==> config.mk <==
export PLATFORM = sky130hd
export DESIGN_NAME = mac_sequencer
export DESIGN_NICKNAME = d
export VERILOG_FILES = /design/src/rtl/mac_seq_pkg.sv /design/src/rtl/mac_bit_pacer.sv /design/src/rtl/mac_sequencer.sv
export SDC_FILE = /design/constraint.sdc
export NUM_CORES = 1
export LEC_CHECK = 0
export ABC_AREA = 0
export BUFFER_PORTS_ARGS = -buffer_cell sky130_fd_sc_hd__buf_2
export CORE_MARGIN = 2
export CORE_UTILIZATION = 40
export CTS_BUF_LIST = sky130_fd_sc_hd__clkbuf_4
export DETAILED_ROUTE_END_ITERATION = 10
export HOLD_SLACK_MARGIN = 0.08
export PLACE_DENSITY = 0.59
export SYNTH_ARGS = -nofsm -noshare
export SYNTH_HDL_FRONTEND = slang
export SYNTH_SLANG_ARGS = --single-unit
==> constraint.sdc <==
create_clock -name clock -period 4.25 [get_ports clock]
set_input_delay 0.6375 -clock clock [delete_from_list [all_inputs] [get_ports clock]]
set_output_delay 0.6375 -clock clock [all_outputs]
set_load 0.02 [all_outputs]
==> src/rtl/mac_seq_pkg.sv <==
// Shared types and default widths for the MAC sequencer and its pacer.
package mac_seq_pkg;

   localparam int unsigned DEF_OP_W  = 8;
   localparam int unsigned DEF_RES_W = 20;

   typedef enum logic [3:0] {
      IDLE,
      START,
      GAP_S,
      ACCEPT,
      LOAD,
      NEXT,
      WAIT_MUL,
      GAP_M,
      WAIT_FIN,
      GAP_F,
      UNLOAD,
      RESULT
   } mac_seq_state_t;

endpackage

==> src/rtl/mac_bit_pacer.sv <==
// Generates the paced shift strobe for a burst of nbits bit periods.
// bit_tick and done mark the last cycle of each period and of the whole burst.
module mac_bit_pacer #(
   parameter int unsigned SHIFT_HI = 2,
   parameter int unsigned SHIFT_LO = 2,
   parameter int unsigned NB_W     = 5
) (
   input  logic            clock,
   input  logic            reset,
   input  logic            go,
   input  logic [NB_W-1:0] nbits,
   output logic            strobe,
   output logic            bit_tick,
   output logic            done
);

   localparam int unsigned PER  = SHIFT_HI + SHIFT_LO;
   localparam int unsigned PH_W = $clog2(PER + 1);

   logic            active, active_nx;
   logic [PH_W-1:0] phase, phase_nx;
   logic [NB_W-1:0] bit_cnt, bit_nx;
   logic [NB_W-1:0] nb, nb_nx;

   // Next position within the burst; outputs are registered from it.
   always_comb begin
      active_nx = active;
      phase_nx  = phase;
      bit_nx    = bit_cnt;
      nb_nx     = nb;
      if (go) begin
         active_nx = 1'b1;
         phase_nx  = '0;
         bit_nx    = '0;
         nb_nx     = nbits;
      end else if (active) begin
         if (bit_tick) begin
            phase_nx = '0;
            bit_nx   = bit_cnt + NB_W'(1);
            if (done) active_nx = 1'b0;
         end else begin
            phase_nx = phase + PH_W'(1);
         end
      end
   end

   always_ff @(posedge clock) begin
      if (!reset) begin
         active   <= 1'b0;
         phase    <= '0;
         bit_cnt  <= '0;
         nb       <= '0;
         strobe   <= 1'b0;
         bit_tick <= 1'b0;
         done     <= 1'b0;
      end else begin
         active   <= active_nx;
         phase    <= phase_nx;
         bit_cnt  <= bit_nx;
         nb       <= nb_nx;
         strobe   <= active_nx && (32'(phase_nx) < SHIFT_HI);
         bit_tick <= active_nx && (32'(phase_nx) == PER - 1);
         done     <= active_nx && (32'(phase_nx) == PER - 1) && (bit_nx == nb_nx - NB_W'(1));
      end
   end

endmodule

==> src/rtl/mac_sequencer.sv <==
// Feeds operand pairs serially into the MAC core, then unloads the accumulator
// and presents it on a valid/ready result port.
module mac_sequencer
   import mac_seq_pkg::*;
#(
   parameter int unsigned OP_W     = DEF_OP_W,
   parameter int unsigned RES_W    = DEF_RES_W,
   parameter int unsigned SHIFT_HI = 2,
   parameter int unsigned SHIFT_LO = 2,
   parameter int unsigned GAP      = 4,
   parameter int unsigned TIMEOUT  = 255
) (
   input  logic             clock,
   input  logic             reset,
   input  logic             cmd_start,
   input  logic [3:0]       num_terms,
   input  logic             op_valid,
   output logic             op_ready,
   input  logic [OP_W-1:0]  op_a,
   input  logic [OP_W-1:0]  op_b,
   output logic             res_valid,
   input  logic             res_ready,
   output logic [RES_W-1:0] result,
   output logic             res_carry,
   output logic             busy,
   output logic             error,
   output logic             mac_start,
   output logic             mac_shift_a,
   output logic             mac_shift_b,
   output logic             mac_shift,
   output logic             mac_do_next,
   input  logic             mac_end_mul,
   input  logic             mac_finish,
   input  logic             mac_shiftout,
   input  logic             mac_carry_out
);

   localparam int unsigned NB_W  = $clog2(((OP_W > RES_W) ? OP_W : RES_W) + 1);
   localparam int unsigned GAP_W = $clog2(GAP + 1);
   localparam int unsigned TO_W  = $clog2(TIMEOUT + 1);

   mac_seq_state_t   state;
   logic [3:0]       terms, term_cnt;
   logic [GAP_W-1:0] gap_cnt;
   logic [TO_W-1:0]  to_cnt;
   logic [OP_W-2:0]  sh_a, sh_b;
   logic [RES_W-1:0] sh_res;
   logic             shift_q;
   logic             accept, gap_last, pace_go, bit_tick, pace_done;
   logic [NB_W-1:0]  pace_nbits;

   assign accept     = (state == ACCEPT) && op_valid && op_ready;
   assign gap_last   = (32'(gap_cnt) == GAP - 1);
   assign pace_go    = accept || ((state == GAP_F) && gap_last);
   assign pace_nbits = (state == GAP_F) ? NB_W'(RES_W) : NB_W'(OP_W);

   mac_bit_pacer #(
      .SHIFT_HI (SHIFT_HI),
      .SHIFT_LO (SHIFT_LO),
      .NB_W     (NB_W)
   ) u_pacer (
      .clock    (clock),
      .reset    (reset),
      .go       (pace_go),
      .nbits    (pace_nbits),
      .strobe   (mac_shift),
      .bit_tick (bit_tick),
      .done     (pace_done)
   );

   always_ff @(posedge clock) begin
      if (!reset) begin
         state       <= IDLE;
         terms       <= '0;
         term_cnt    <= '0;
         gap_cnt     <= '0;
         to_cnt      <= '0;
         sh_a        <= '0;
         sh_b        <= '0;
         sh_res      <= '0;
         shift_q     <= 1'b0;
         op_ready    <= 1'b0;
         res_valid   <= 1'b0;
         result      <= '0;
         res_carry   <= 1'b0;
         busy        <= 1'b0;
         error       <= 1'b0;
         mac_start   <= 1'b0;
         mac_shift_a <= 1'b0;
         mac_shift_b <= 1'b0;
         mac_do_next <= 1'b0;
      end else begin
         mac_start   <= 1'b0;
         mac_do_next <= 1'b0;
         shift_q     <= mac_shift;
         case (state)
            IDLE: if (cmd_start) begin
               state     <= START;
               mac_start <= 1'b1;
               busy      <= 1'b1;
               error     <= 1'b0;
               term_cnt  <= '0;
               terms     <= (num_terms == 4'd0) ? 4'd1 : num_terms;
            end
            START: begin
               state   <= GAP_S;
               gap_cnt <= '0;
            end
            GAP_S: if (gap_last) begin
               state    <= ACCEPT;
               op_ready <= 1'b1;
            end else begin
               gap_cnt <= gap_cnt + GAP_W'(1);
            end
            ACCEPT: if (accept) begin
               state       <= LOAD;
               op_ready    <= 1'b0;
               mac_shift_a <= op_a[OP_W-1];
               mac_shift_b <= op_b[OP_W-1];
               sh_a        <= op_a[OP_W-2:0];
               sh_b        <= op_b[OP_W-2:0];
            end
            // Operand bits change only at the end of a full bit period.
            LOAD: if (bit_tick) begin
               if (pace_done) begin
                  state       <= NEXT;
                  mac_do_next <= 1'b1;
                  mac_shift_a <= 1'b0;
                  mac_shift_b <= 1'b0;
               end else begin
                  mac_shift_a <= sh_a[OP_W-2];
                  mac_shift_b <= sh_b[OP_W-2];
                  sh_a        <= {sh_a[OP_W-3:0], 1'b0};
                  sh_b        <= {sh_b[OP_W-3:0], 1'b0};
               end
            end
            NEXT: begin
               state    <= WAIT_MUL;
               term_cnt <= term_cnt + 4'd1;
               to_cnt   <= '0;
            end
            WAIT_MUL: if (mac_end_mul) begin
               state   <= GAP_M;
               gap_cnt <= '0;
            end else if (32'(to_cnt) == TIMEOUT) begin
               state <= IDLE;
               error <= 1'b1;
               busy  <= 1'b0;
            end else begin
               to_cnt <= to_cnt + TO_W'(1);
            end
            GAP_M: if (gap_last) begin
               if (term_cnt < terms) begin
                  state    <= ACCEPT;
                  op_ready <= 1'b1;
               end else begin
                  state  <= WAIT_FIN;
                  to_cnt <= '0;
               end
            end else begin
               gap_cnt <= gap_cnt + GAP_W'(1);
            end
            WAIT_FIN: if (mac_finish) begin
               state   <= GAP_F;
               gap_cnt <= '0;
            end else if (32'(to_cnt) == TIMEOUT) begin
               state <= IDLE;
               error <= 1'b1;
               busy  <= 1'b0;
            end else begin
               to_cnt <= to_cnt + TO_W'(1);
            end
            GAP_F: if (gap_last) begin
               state     <= UNLOAD;
               res_carry <= mac_carry_out;
               sh_res    <= '0;
            end else begin
               gap_cnt <= gap_cnt + GAP_W'(1);
            end
            // Accumulator arrives LSB first, one bit per rising strobe.
            UNLOAD: begin
               if (mac_shift && !shift_q) sh_res <= {mac_shiftout, sh_res[RES_W-1:1]};
               if (pace_done) begin
                  state     <= RESULT;
                  res_valid <= 1'b1;
                  result    <= sh_res;
               end
            end
            RESULT: if (res_ready) begin
               state     <= IDLE;
               res_valid <= 1'b0;
               busy      <= 1'b0;
            end
            default: state <= IDLE;
         endcase
      end
   end

endmodule
---- Word-level counts from Yosys, hierarchy flattened ----
Cells that the tools add are included.
word-level totals
  register bits after elaboration ......... 104
  input port bits ......................... 29
  output and inout bits ................... 30
operators by class
  add/subtract/negate cells ............... 6
  magnitude comparators ................... 2
  equality and inequality tests ........... 33
  multiplexer cells ....................... 78
  reductions and logical operators ........ 37
operators by type and width
  kind                 count
  $mux 4               15
  $pmux 4 s12          1
  $mux 7               6
  $mux 20              2
  $mux 8               5
  $pmux 20 s2          1
  $pmux 8 s4           1
  $ne 2x2->1 const B   15
  $pmux 7 s2           2
  $mux 1               26
  $mux 5               5
  $mux 3               6
  $eq 4x3->1 const B   4
  $eq 4x4->1 const B   4
  $reduce_and 5->1     3
  $pmux 3 s4           1
  $reduce_and 3->1     4
  $reduce_and 4->1     3
  $reduce_bool 4->1    3
  $reduce_and 2->1     5
  $reduce_and 9->1     1
  $add 8x1->8 const B  1
  $eq 4x2->1 const B   2
  $eq 8x8->1 const B   1
  21 further kinds     39

---- Depth between registers and ports, before layout ----
  depth in word-level cells ............... 8
  gate-level depth with buffers ........... 11
  depth with buffers taken out ............ 11

---- By module ----
From an unflattened synthesis, not the netlist that was laid out.
unflattened totals
  cell total of the unflattened synthesis .. 616
  area, all modules ....................... 5023.6 sq um
by module, submodules not included
  module         times used  cells each  area each (sq um)  sequential area each (sq um)
  mac_sequencer  1           507         4038.9             1741.7
  mac_bit_pacer  1           109         984.7              340.3

---- Worst setup path before layout ----
No wires, ideal clock.
  path kind ............................... register -> register
  start point ............................. reg gap_cnt[0]
  end point ............................... reg u_pacer.done
  library setup time ...................... 0.103 ns
  arrival ................................. 2.562 ns
  required time ........................... 4.147 ns
  setup slack ............................. 1.585 ns
  cell stages (with the launch flop) ...... 12
  path buffers ............................ 0
  cells stage by stage .................... dfxtp_1 ha_1 ha_1 and3b_1 a22oi_2 nand2_1 ha_1 nor3b_1 xnor2_1 xnor3_1 or2_1 a2111oi_2
between the ends
  cells in the longest elaborated chain, start to end .. 7
  elaborated cells on any way between the ends .. 12
  those cells by class .................... add/sub (1); eq/ne (3); mux (4); reduce/logical (4)
ends and longest elaborated chain
  what                                                    RTL line              source
  start, declared                                         mac_sequencer.sv:44   logic [GAP_W-1:0] gap_cnt;
  start signal, assigned                                  mac_sequencer.sv:113  gap_cnt <= gap_cnt + GAP_W'(1);
  start signal, assigned                                  mac_sequencer.sv:161  gap_cnt <= gap_cnt + GAP_W'(1);
  start signal, assigned                                  mac_sequencer.sv:178  gap_cnt <= gap_cnt + GAP_W'(1);
  $eq 3x2->1 (*)                                          mac_sequencer.sv:53   assign gap_last = (32'(gap_cnt) == GAP - 1);
  $logic_and 1x1->1 (*)                                   mac_sequencer.sv:54   assign pace_go = accept || ((state == GAP_F) && gap_last);
  $logic_or 1x1->1 (*)                                    mac_sequencer.sv:54
  $mux 5 / $mux 3 (equally long branches)                 mac_bit_pacer.sv:31   if (go) begin
  $sub 5x1->5 / $eq 3x2->1 (equally long branches)        mac_bit_pacer.sv:63   done <= active_nx && (32'(phase_nx) == PER - 1) && (bit_nx == nb_nx - NB_W'(1));
  $eq 5x5->1 / $logic_and 1x1->1 (equally long branches)  mac_bit_pacer.sv:63
  $logic_and 1x1->1 (*)                                   mac_bit_pacer.sv:63
  end signal, assigned                                    mac_bit_pacer.sv:63
  end, declared                                           mac_bit_pacer.sv:14   output logic done
Every way passes the cells marked *; elsewhere a longest branch is shown, timed or not.
A chain may end at the register's enable or synchronous reset.

---- Final worst setup path ----
Same ends and word-level chain as after synthesis.

==> summary.txt <==
post-cts resize count -> 0
DP HPWL -> 8181 um
H-tree level count -> 3
Worst Hold Launch -> mac_carry_out
PD cells -> 379.9 nW/um^2
Critical-path top delay cell -> a22oi_2
initial core utilization -> 0.4046
Area Growth Syn to Fin -> 10.42%
Mapped Area -> 5044 sq um
hold path depth -> 3
Cells after Synth -> 619
CTS hold repair buffers -> 0
leak pwr -> 0.002066 uW
Slew HR -> 0.2481
post-CTS setup buffer count -> 0
Critical Path RT -> 4620 ps
top cells by count, synth -> 147 x nand2_1, 104 x dfxtp_1, 43 x a21oi_1, 43 x nor2_1, 35 x o21ai_0
final hold viol count -> 0
GR Overflow Total -> 0
Root Driver -> clkbuf_4
Setup-failing EPs final -> 0
clock latency at the later pin of the worst-skew pair -> 480 ps
setup TNS -> 0 ps
cell mode on critical path -> ha_1
fin util -> 0.4468
GRT Util Overall -> 0.1759
max incr delay on CP -> 400 ps
first-pass GRT wire length -> 18850 um
die width -> 116.3 um
ant diodes -> 0
skew final -> 13.97 ps
top cell type's share of synthesized area -> 0.4128
final cycle utilization of the critical path -> 0.7123
minimum clock period -> 3027 ps
Highest Clock Rate -> 330.3 MHz
crit-path max FO -> 8
Max IR drop VDD -> 0.0002186 V
Crit. End Element -> register
CORE AREA -> 12470 sq um
Data arrival, critical path -> 3400 ps
remaining antenna violation count -> 0
Clock Path Buffers -> 2
WL final -> 11770 um
DRC Markers -> 0
most frequent cell after synthesis -> nand2_1
num rows -> 41
ranking of synthesized cells by area -> dfxtp_1 41%, nand2_1 11%, a21oi_1 4.3%, and2_1 3.5%, o21ai_0 3.5%
Synth area leader -> dfxtp_1
Yosys cell types -> 70
Post-synth EDFFs -> 0
clk slew on worst S/H paths -> 170 ps
Die Y -> 116.3 um
TritonCTS buffer count -> 9
Worst path depth -> 11
maximum number of pins on one net before global-route repair -> 58
DRT iter0 DRCs -> 175
Yosys reg bits -> 104
crit path launch type -> register
layout cells sized above 1 -> 0.1629
via count of the first global-routing pass -> 3894
Max Slew Vio Count -> 0
Synth Flop Type -> dfxtp_1
total number of vias -> 4316
drt wl/cell -> 14.20 um
die area -> 13520 sq um
syn nets -> 658
reg-to-reg slack, setup -> 1220 ps
origin of the critical flop-to-flop path -> gap_cnt[0]$_SDFFE_PN0P_
Reg2Reg Depth -> 11
worst hold endpoint -> res_carry$_SDFFE_PN0P_
TritonCTS clock tree -> yes
Syn Area/Cell -> 8.148 sq um
R2R Path End -> u_pacer.done$_SDFF_PN0_
critical path class -> register to register
slew at the pin with the worst max-slew slack -> 1126 ps
input/output buffers -> 58
sequential fraction of the synthesis area -> 0.4128
initial antenna violation count -> 0
worst min-delay path class -> input pin to register
Ports -> 59
first drt pass iteration count -> 4
max cap viols -> 0
clk sinks -> 104
Critical Path, Cell by Cell -> ha_1, ha_1, and3b_1, a22oi_2, nand2_1, ha_1, nor3b_1, xnor2_1, xnor3_1, or2_1, a2111oi_2
RSZ-0062 raised after global routing -> false
Ys Warns -> 0
Post-synth ARST share -> 0
Final #Nets -> 691
crit-path leading delay family -> simple AND/OR/NAND/NOR gates
Vias/cell -> 5.206
status -> completed
CP Buf/Inv Count -> 0
Placer Congestion -> 0.8404
-- per-layer routing --
metal  GRT usage  up-vias  routed length (um)
li1            -     2206                   -
met1      0.2440     2018                5721
met2      0.2698       78                5356
met3     0.03217       14                 466
met4     0.07302        0                 225
met5           0        -                   0
-- layout make-up --
cell class	instances	area (sq um)
fill	1266	6897
multi-input combinational	462	2731
sequential	104	2082
timing repair buffer	63	327.8
tap	172	215.2
clock inverter	7	100.1
clock buffer	9	67.56
inverter	12	45.04
-- worst max path at each step --
stage,startpoint,to,slack (ps)
finish,gap_cnt[0]$_SDFFE_PN0P_,u_pacer.done$_SDFF_PN0_,1220
global route,state[2]$_SDFFE_PN0P_,u_pacer.done$_SDFF_PN0_,940
floorplan,gap_cnt[0]$_SDFFE_PN0P_,u_pacer.done$_SDFF_PN0_,1580
detailed placement,gap_cnt[0]$_SDFFE_PN0P_,u_pacer.done$_SDFF_PN0_,1270
CTS,gap_cnt[0]$_SDFFE_PN0P_,u_pacer.done$_SDFF_PN0_,1200
global placement,gap_cnt[0]$_SDFFE_PN0P_,u_pacer.done$_SDFF_PN0_,1410
-- report_power, final --
part | internal [uW] | total (uW) | switching, uW
logic | 167 | 439 | 272
registers | 1020 | 1080 | 57.8
clock network | 245 | 596 | 350
-- worst reg2reg max path: cells and delay by family, from the launching register on --
kind            cells  cell delay, ps
compound gates      2             740
fa+ha+maj           3             700
simple gates        4             760
flops               1             360
xor+xnor            2             370
-- registers in the layout, summed over array words and instances, names as in the netlist, 3 cells and up --
signal,flops
result,20
terms,4
sh_b,7
to_cnt,8
u_pacer.phase,3
sh_a,7
term_cnt,4
sh_res,20
u_pacer.nb,5
u_pacer.bit_cnt,5
state,4
gap_cnt,3
-- cells in the final DEF (no fill, tap or decap), drive strengths merged, types with 3 or more instances in the layout --
| cell | n |
|---|---|
| nand2 | 147 |
| dfxtp | 104 |
| buf | 63 |
| nor2 | 45 |
| a21oi | 44 |
| o21ai | 36 |
| and2 | 28 |
| nand3 | 17 |
| inv | 15 |
| a311oi | 14 |
| ha | 10 |
| and3 | 9 |
| clkbuf | 9 |
| a31oi | 7 |
| nand2b | 7 |
| xnor2 | 7 |
| nor3 | 6 |
| a32o | 5 |
| xor2 | 5 |
| nor3b | 4 |
| a31o | 4 |
| and3b | 4 |
| nor2b | 4 |
| o22a | 4 |
| or2 | 4 |
| a211oi | 3 |
| mux2i | 3 |
| a22o | 3 |
-- per-stage QoR --
stage,std cells,setup slack (ps),hold WS (ps),cell area [sq um],power [uW]
global placement,813,1413,443.3,5401,1533
floorplan,619,1585,432.1,5044,1443
CTS,829,1203,345.3,5569,2134
finish,829,1223,375.5,5569,2116
global route,829,938.2,386.4,5569,2229
detailed placement,813,1268,447.4,5401,1540
-- cells by family (layout without fill, tap and decap cells) --
logic type / count (synthesis) / count (layout) / share of synthesized area
multiplexers: 4 / 4 / 0.008187
XOR/XNOR: 14 / 14 / 0.02977
buffers and inverters: 53 / 91 / 0.04639
flip-flops: 104 / 104 / 0.4128
AO/OA/AOI/OAI: 139 / 139 / 0.1957
adder cells (fa/ha/maj): 10 / 10 / 0.02481
AND/OR/NAND/NOR: 295 / 295 / 0.2823
(Power assumes the default switching activity.)
